<file path="src/rtl/alu_arbiter.sv">
// alu_arbiter: round-robin sequencer sharing one fixed-latency ALU among NUM_REQ requesters.
// Define ALU_ARB_LOCK_EN to add req_lock, which re-grants a locked winner back-to-back.
module alu_arbiter #(
  parameter int NUM_REQ = 2,
  parameter int DATA_WIDTH = 32,
  parameter int OP_WIDTH = 4,
  parameter int ALU_LATENCY = 1
) (
  input  logic                             clk,
  input  logic                             rst,
  input  logic [NUM_REQ-1:0]               req_valid,
  output logic [NUM_REQ-1:0]               req_ready,
  input  logic [NUM_REQ*OP_WIDTH-1:0]      req_op,
  input  logic [NUM_REQ*DATA_WIDTH-1:0]    req_a,
  input  logic [NUM_REQ*DATA_WIDTH-1:0]    req_b,
  output logic                             alu_start,
  output logic [OP_WIDTH-1:0]              alu_op,
  output logic [DATA_WIDTH-1:0]            alu_a,
  output logic [DATA_WIDTH-1:0]            alu_b,
  input  logic [DATA_WIDTH-1:0]            alu_result,
  input  logic [3:0]                       alu_flags,
  output logic [NUM_REQ-1:0]               resp_valid,
  input  logic [NUM_REQ-1:0]               resp_ready,
  output logic [DATA_WIDTH-1:0]            resp_result,
  output logic [3:0]                       resp_flags
`ifdef ALU_ARB_LOCK_EN
  ,
  input  logic [NUM_REQ-1:0]               req_lock
`endif
);
  localparam int IW = $clog2(NUM_REQ);
  localparam int CW = $clog2(ALU_LATENCY + 1);
  typedef enum logic [1:0] {IDLE, EXEC, RESP} state_t;
  state_t state;
  logic [IW-1:0] rr_ptr, owner, win, idx;
  logic [IW:0] sum;
  logic [CW-1:0] cnt;
  logic found, lock_hit;
`ifdef ALU_ARB_LOCK_EN
  logic lock_pend;
  assign lock_hit = lock_pend && req_valid[owner];
`else
  assign lock_hit = 1'b0;
`endif
  // descending scan so the lowest offset from rr_ptr wins
  always_comb begin
    win = owner;
    found = lock_hit;
    sum = '0;
    idx = '0;
    for (int k = NUM_REQ - 1; k >= 0; k--) begin
      sum = {1'b0, rr_ptr} + (IW+1)'(k);
      idx = (sum >= (IW+1)'(NUM_REQ)) ? IW'(sum - (IW+1)'(NUM_REQ)) : IW'(sum);
      if (!lock_hit && req_valid[idx]) begin
        win = idx;
        found = 1'b1;
      end
    end
  end
  assign req_ready = (state == IDLE && found && !rst) ? NUM_REQ'(1) << win : '0;
  always_ff @(posedge clk or posedge rst) begin
    if (rst) begin
      state <= IDLE;
      rr_ptr <= '0;
      owner <= '0;
      cnt <= '0;
      alu_start <= 1'b0;
      alu_op <= '0;
      alu_a <= '0;
      alu_b <= '0;
      resp_valid <= '0;
      resp_result <= '0;
      resp_flags <= '0;
`ifdef ALU_ARB_LOCK_EN
      lock_pend <= 1'b0;
`endif
    end else begin
      alu_start <= 1'b0;
      case (state)
        IDLE: begin
`ifdef ALU_ARB_LOCK_EN
          lock_pend <= 1'b0;
`endif
          if (found) begin
            state <= EXEC;
            owner <= win;
            rr_ptr <= (win == IW'(NUM_REQ - 1)) ? '0 : win + 1'b1;
            cnt <= CW'(1);
            alu_start <= 1'b1;
            alu_op <= req_op[win*OP_WIDTH +: OP_WIDTH];
            alu_a <= req_a[win*DATA_WIDTH +: DATA_WIDTH];
            alu_b <= req_b[win*DATA_WIDTH +: DATA_WIDTH];
          end
        end
        EXEC: begin
          if (cnt == CW'(ALU_LATENCY)) begin
            state <= RESP;
            resp_valid <= NUM_REQ'(1) << owner;
            resp_result <= alu_result;
            resp_flags <= alu_flags;
          end else begin
            cnt <= cnt + 1'b1;
          end
        end
        RESP: begin
          if (resp_ready[owner]) begin
            state <= IDLE;
            resp_valid <= '0;
`ifdef ALU_ARB_LOCK_EN
            lock_pend <= req_lock[owner];
`endif
          end
        end
        default: state <= IDLE;
      endcase
    end
  end
endmodule

</file>
<file path="config.mk">
export PLATFORM = sky130hd
export DESIGN_NAME = alu_arbiter
export DESIGN_NICKNAME = d
export VERILOG_FILES = /design/src/rtl/alu_arbiter.sv
export SDC_FILE = /design/constraint.sdc
export NUM_CORES = 1
export LEC_CHECK = 0
export CORE_MARGIN = 2
export CORE_UTILIZATION = 42
export CTS_BUF_LIST = sky130_fd_sc_hd__clkbuf_8
export DETAILED_ROUTE_END_ITERATION = 12
export PLACE_DENSITY_LB_ADDON = 0.2
export SYNTH_ARGS = -nofsm -noshare
export SYNTH_HDL_FRONTEND = slang
export SYNTH_SLANG_ARGS = --single-unit
</file>
<file path="constraint.sdc">
create_clock -name clk -period 7 [get_ports clk]
set_clock_uncertainty 0.1 [all_clocks]
set_input_delay 1.05 -clock clk [delete_from_list [all_inputs] [get_ports clk]]
set_output_delay 1.05 -clock clk [all_outputs]
set_load 0.005 [all_outputs]
</file>
## After elaboration in Yosys (flattened, before gate mapping)

Index checks and enable logic that the tools add are counted.
W data, S select, Z words.

| operators by class | value |
|---|---|
| shift operators | 5 |
| order comparisons | 5 |
| reductions and logical operators | 11 |
| equal/unequal tests | 5 |
| mux-type cells | 25 |
| add/sub/neg operators | 5 |

Operator list:

| kind | count |
|---|---|
| $shiftx A64 B7 Y32 | 2 |
| $mux W1 | 17 |
| $mux W2 | 5 |
| $shiftx A8 B4 Y4 | 1 |
| $lt A1 B2 Y1 const B | 3 |
| $ne A2 B2 Y1 const B | 3 |
| $pmux W2 S3 | 1 |
| $reduce_and A2 Y1 | 3 |
| $reduce_and A3 Y1 | 2 |
| $pmux W2 S2 | 1 |
| $reduce_bool A2 Y1 | 2 |
| $shl A1 B1 Y2 const A | 2 |
| $add A1 B1 Y1 const B | 2 |
| $add A1 B1 Y2 const B | 1 |
| $eq A2 B1 Y1 const B | 1 |
| $eq A2 B2 Y1 const B | 1 |
| $ge A1 B2 Y1 const B | 1 |
| $ge A2 B2 Y1 const B | 1 |
| $logic_and A1 B1 Y1 | 2 |
| $logic_not A2 Y1 | 1 |
| $pmux W1 S2 | 1 |
| $sub A1 B1 Y1 const B | 2 |
| $logic_not A1 Y1 | 1 |

| word-level totals | value |
|---|---|
| output and inout port bits | 109 |
| logic and storage cells | 67 |
| input port bits | 178 |
| register bits after elaboration | 112 |

## Depth between registers and ports, before layout

Gate-level depths: netlist (run 1).

| depth | value |
|---|---|
| word-level depth | 10 |
| depth in mapped cells | 6 |
| mapped depth without buffers | 3 |

## Worst setup path before layout (run 1)

OpenSTA, ideal clock, no wires.

| timing path | value |
|---|---|
| path kind | input -> output |
| start point | in rst |
| end point | out req_ready[1] |
| arrival time | 3.732 ns |
| path buffers | 0 |
| stages | 2 |
| data required time | 5.850 ns |
| slack | 2.118 ns |
| path through | inv_1 -> and2_1 |

| between the ends | value |
|---|---|
| cells in the longest elaborated chain, start to end | 3 |

RTL lines:

| element | line | source |
|---|---|---|
| from (decl) | 10 | `input logic rst,` |
| $logic_not A1 Y1 (no line) | - |  |
| $logic_and A1 B1 Y1 | 60 | `assign req_ready = (state == IDLE && found && !rst) ? NUM_REQ'(1) << win : '0;` |
| $mux W2 | 60 |  |
| to (decl) | 12 | `output logic [NUM_REQ-1:0] req_ready,` |

Every way passes these cells.

## Worst setup path in the final report (run 1)

| timing path | value |
|---|---|
| start point | in req_valid[1] |
| end point | out req_ready[1] |

| between the ends | value |
|---|---|
| cells in the longest elaborated chain, start to end | 7 |
| elaborated cells on any way between the ends | 12 |
| those cells by class | shift: 1; mux: 9; reduce/logical: 2 |

RTL lines:

| element | line | source |
|---|---|---|
| from (decl) | 11 | `input logic [NUM_REQ-1:0] req_valid,` |
| $mux W1 (not written as such) (2 in a row) | 54 | `if (!lock_hit && req_valid[idx]) begin` |
| $mux W1 (2 in a row) | 54 |  |
| $logic_and A1 B1 Y1 (2 in a row) | 60 |  |
| $mux W2 (*) | 60 |  |

Mark *: on every way between the ends. The rest lies on a longest branch, timed or not. The select of a mux whose other input is x is not followed.

==> metrics.txt, run 1 <==
status=finished, final reports clean; diode count=0; chip height=110 um; Mapped Avg Cell Area=13.8 um^2; hold_ws=0.401 ns; Final min period=3.86 ns; antenna violations before repair=0; Yosys cell types=26; Remaining DRCs=0; hpwl dp=10800 um; vias in the first global route=4244; Resized cells post-CTS=0; Arr. time, crit path=2.71 ns; worst skew pair latency=0.35 ns; layout cells sized above 1=17.6%; Slew headroom=47.8%; Cells after Synth=344; first-pass iteration count of the detailed router=5; CP Max Fanout=4; CTS max path bufs=2; post-synthesis sequential area ratio=59.0%; first-pass GRT wire length=21900 um; Finished Cell Area=0.00796 mm^2; number of flops mapped to enable cells by yosys=0; die width=110 um; area grow syn2layout=67.5%; GRT Overall Usage=23.9%; Critical Path Sink Type=output port; met1 track demand over resource=28.0%; final hold violation count=0; Max Cap Violations=0; Synth Net Count=522; Die ar.=0.0122 mm^2; Netlist Area Pre-Place=0.00475 mm^2; TritonCTS buffer count=9; placed cells=743; hold_buf cts=0; met3 usage=7.70%; Routed Antenna Nets=0; Pwr Density=408 mW/mm^2; YS warnings=0; clk sink count=112; Starting DRT DRC Count=188; Worst-path clk slew=0.09 ns; Worst setup SP type=primary input; synthesis-stage register bit count=112; routed len/inst=19.5 um; Final setup viols=0; GRT overflow=0; Tightest Hold Check Type=reg -> reg; Post-CTS Setup Repair Bufs=0; post-placement cell area=0.00765 mm^2; DR vias/cell=5.41; Slew @ Worst Pin=0.783 ns; Root Driver=clkbuf_8; TNS Setup=0 ns; CTS tree=yes; Max Slew Vio Count=0; VDD IR max=0.249 mV; vias=4103; FP Rows=38; gr busiest metal=met2; Total Wirelength=14800 um; RD Place Congestion=0.846; post-route insts no fill=759; largest net degree at the start of global routing=73; leakage=3.50 nW; Nets=792; prevailing post-synth register cell=dfrtp_1; Crit Path Class=in -> out; Starting Density=43.4%; RSZ-0062 raised after global routing=no; Crit path required time=5.85 ns; met2 Use GR=41.5%; H-Tree Depth=3; post-synthesis async set-or-reset flop share=100%; Ports=287; port bufs=286; core area=0.0109 mm^2; final worst-path cycle share=55.1%; Max Fclk=259 MHz
flip-flops by register name (all words and copies together), names as in the netlist:
signal	count
alu_op	4
owner	1
resp_flags	4
alu_start	1
state	2
alu_a	32
resp_valid	2
alu_b	32
resp_result	32
cnt	1
rr_ptr	1
through the flow:
stage                     util [%]  power [mW]  setup WS [ns]
final                         72.7        3.25           3.14
after global routing          72.7        3.45           2.99
after CTS                     72.7        3.28           3.09
after detailed placement      70.0        2.74           3.09
after global placement        70.0        2.70           3.11
after floorplan                  -        1.87           2.12
critical path, cell delays in order:
cell and delay [ns]:
clkdlybuf4s50_1 0.64, inv_1 0.11, a2111oi_4 0.23, and2_1 0.18
clkdlybuf4s50_1 0.50
cell families after synthesis:
kind of cell           count (synthesis)  share of synthesized area (%)
flip-flops                           112                           59.0
AO/OA/AOI/OAI                         78                           17.5
AND/OR/NAND/NOR                       78                           10.1
buffers and inverters                 39                           4.61
multiplexers                          37                           8.77
power breakdown:
part / internal [mW] / switching, mW
sequential: 0.967 / 0.189
combinational: 1.00 / 0.557
clock: 0.329 / 0.206
layer usage:
layer | vias up | wire (um)
met4 | 0 | 376
met1 | 2011 | 5730
met3 | 26 | 1340
met5 | - | 0
li1 | 1875 | -
met2 | 191 | 7350
synthesized netlist by cell type, drive strengths merged (2+ instances only):
master / n / area (um^2)
dfrtp: 112 / 2800
a221o: 68 / 737
and3: 68 / 425
mux2: 37 / 417
buf: 20 / 146
clkbuf: 13 / 50.0
inv: 6 / 22.5
nand2: 4 / 15.0
a21boi: 2 / 18.8
a21oi: 2 / 10.0
nor2: 2 / 15.0
o22ai: 2 / 12.5
cell type report:
type	count	area [um^2]
Fill cell	765	2980
Timing Repair Buffer	292	2910
Sequential cell	112	2800
Multi-Input combinational cell	193	1740
Tap cell	140	175
Clock buffer	11	151
Clock inverter	5	150
Inverter	6	25.0
cells in the final DEF, fill, tap and decap left out:
| cell type | Yosys | routed |
|---|---|---|
| nand3b_1 | 1 | 1 |
| nor3b_1 | 1 | 1 |
| dfrtp_1 | 112 | 112 |
| clkbuf_8 | 0 | 11 |
| o22ai_1 | 2 | 2 |
| a211oi_1 | 1 | 1 |
| bufinv_16 | 0 | 5 |
| mux2_2 | 37 | 37 |
| a221o_1 | 23 | 23 |
| nand2_1 | 4 | 4 |
| and3_1 | 68 | 68 |
| a21boi_0 | 1 | 1 |
| a221o_2 | 45 | 45 |
| nor2_4 | 1 | 1 |
| a21oi_1 | 2 | 2 |
| o31ai_1 | 1 | 1 |
| inv_1 | 6 | 5 |
| clkdlybuf4s50_1 | 0 | 286 |
| a2111oi_4 | 1 | 1 |
| a21boi_4 | 0 | 1 |
| nor2_1 | 1 | 1 |
| buf_4 | 1 | 6 |
| nor3_1 | 1 | 1 |
| o21ai_4 | 0 | 1 |
| and2_1 | 1 | 1 |
| inv_4 | 0 | 1 |
final timing paths:
check / from / to / slack [ns] / cells after the start
min: cnt / state[0] / 0.40 / 1
min in group asynchronous: rst / alu_a[21] / 1.05 / 2
max in group asynchronous: rst / alu_b[18] / 4.55 / 3
min reg2reg: cnt / state[0] / 0.40 / 1
max reg2reg: state[0] / alu_b[18] / 4.64 / 5
max: req_valid[1] / req_ready[1] / 3.14 / 5
No activity file was read; power rests on OpenSTA's default activity.
==> inputs of run 2 (changes only) <==
--- a/config.mk
+++ b/config.mk
@@ -5,8 +5,9 @@
 export SDC_FILE = /design/constraint.sdc
 export NUM_CORES = 1
 export LEC_CHECK = 0
+export CORE_ASPECT_RATIO = 1.2
 export CORE_MARGIN = 2
-export CORE_UTILIZATION = 42
+export CORE_UTILIZATION = 39
 export CTS_BUF_LIST = sky130_fd_sc_hd__clkbuf_8
 export DETAILED_ROUTE_END_ITERATION = 12
 export PLACE_DENSITY_LB_ADDON = 0.2
==> constraint.sdc (replaced) <==
create_clock -name clk -period 3.9 [get_ports clk]
set_clock_uncertainty 0.1 [all_clocks]
set_input_delay 0.585 -clock clk [delete_from_list [all_inputs] [get_ports clk]]
set_output_delay 0.585 -clock clk [all_outputs]
set_load 0.005 [all_outputs]
==> run 2 against run 1 <==
  * Clock power grew 21%
  * Sequential cell count unchanged
  * First-iteration DRC count shrank 9.6%
==> metrics.txt, run 2 (synthesized netlist as in run 1, its figures left out) <==
crit-path most repeated cell=clkdlybuf4s50_1; worst skew pair latency=0.36 ns; CP Max Fanout=4; Starting DRT DRC Count=170; Sw Ratio=31.6%; H-Tree Depth=3; Arr. time, crit path=2.24 ns; Reg power frac=37.5%; VDD IR max=0.349 mV; Starting Density=39.6%; Resized cells post-CTS=0; antenna violations before repair=0; final hold violation count=0; Max Fclk=341 MHz; area of the multi-input gates=0.00174 mm^2; Routed met3 length=1140 um; CTS max path bufs=2; chip height=125 um; Die ar.=0.0131 mm^2; area grow syn2layout=65.8%; CP Buf/Inv Count=3; die width=105 um; Slew headroom=46.2%; first-pass iteration count of the detailed router=4; Comb pwr share=50.8%; commonest non-fill, non-tap cells in the layout=286 x clkdlybuf4s50_1, 112 x dfrtp_1, 68 x and3_1; Tightest Hold Check Type=reg -> reg; RSZ-0062 raised after global routing=no; Worst-path clk slew=0.11 ns; critical path cell sequence=clkdlybuf4s50_1 -> inv_1 -> a2111oi_4 -> and2_1 -> clkdlybuf4s50_1; M1 wire length=5560 um; leading cell type in the layout, fill and taps excluded=clkdlybuf4s50_1; largest net degree at the start of global routing=70; fillers=979; TNS Setup=0 ns; Final setup viols=0; Crit path required time=3.21 ns; Tot Pwr=5.52 mW; largest registers=alu_a x32, alu_b x32, resp_result x32; FP Rows=44; register area=0.00280 mm^2; diode count=0; DR vias/cell=5.29; Crit path largest cell delay=0.63 ns; vias in the first global route=4341; Highest Signal Layer=met4; Ports=287; routed len/inst=18.9 um; WL met2=7670 um; hpwl dp=10700 um; vias=4140; Nets=794; leakage=3.44 nW; hold_buf cts=0; status=finished, final reports clean; port bufs=286; Clock power frac=11.7%; CTS tree=yes; slowest stage cell, crit path=clkdlybuf4s50_1; Max Cap Violations=0; core area=0.0120 mm^2; Final min period=2.93 ns; Critical Path Sink Type=output port; first-pass GRT wire length=23100 um; layout cells sized above 1=17.9%; Crit Path Class=in -> out; Root Driver=clkbuf_8; Net Switching=1.75 mW; Total Wirelength=14700 um; Worst setup SP type=primary input; TritonCTS buffer count=9; Routed Antenna Nets=0; GRT overflow=0; Internal=3.78 mW; RD Place Congestion=0.821; Pwr Density=701 mW/mm^2; final worst-path cycle share=75.1%; Remaining DRCs=0; Post-CTS Setup Repair Bufs=0; clk sink count=112; Max Slew Vio Count=0; Top delay family on crit path=buffers and inverters; GRT Overall Usage=22.3%; Slew @ Worst Pin=0.807 ns
==> run 2: final cells by class <==
type	count	area share, %
clock inverters	7	0.715
repair buffers	294	37.1
multi-input cells	193	22.1
flip-flops and latches	112	35.6
well taps	161	2.56
inverters	6	0.334
clock buffers	9	1.57
==> run 2: power by group through the flow <==
stage | sequential (mW) | combinational (mW) | clock (mW)
after floorplan | 2.08 | 1.27 | 0
after global placement | 2.07 | 2.78 | 0
after detailed placement | 2.09 | 2.84 | 0
after CTS | 2.07 | 2.84 | 0.676
after global routing | 2.14 | 3.00 | 0.710
final | 2.07 | 2.81 | 0.647
==> run 2: per-layer routing <==
layer / up-vias / track usage (%)
met2: 195 / 40.0
met3: 23 / 5.97
met1: 2038 / 25.0
met5: - / 0
met4: 0 / 8.55
li1: 1884 / -
==> run 2: path summary, 6_finish.rpt <==
kind                         startpoint        endpoint  slack, ns  cells after the start
min in group asynchronous           rst       alu_a[21]       0.69                      3
max in group asynchronous           rst  resp_result[8]       1.74                      4
setup / recovery           req_valid[1]    req_ready[1]       0.97                      5
setup reg to reg               state[0]       alu_b[29]       1.45                      5
hold / removal                      cnt        state[0]       0.40                      1
hold reg to reg                     cnt        state[0]       0.40                      1
==> run 2: worst reg2reg max path, cell delays in order (launching register included) <==
cell and delay [ns]:
dfrtp_1 0.52, nor2_4 0.16, buf_4 0.50, o21ai_4 0.29, buf_4 0.32, a221o_2 0.45
==> run 2: per-stage QoR <==
step                      cells  area (um^2)  hold slack, ns  setup WS [ns]  util [%]
after floorplan             344         4750           0.356          0.616         -
after global placement      766         7700           0.369           1.02      64.1
after detailed placement    766         7700           0.387          0.976      64.1
after CTS                   782         7880           0.402          0.968      65.6
after global routing        782         7880           0.420          0.918      65.6
final                       782         7880           0.396          0.970      65.6
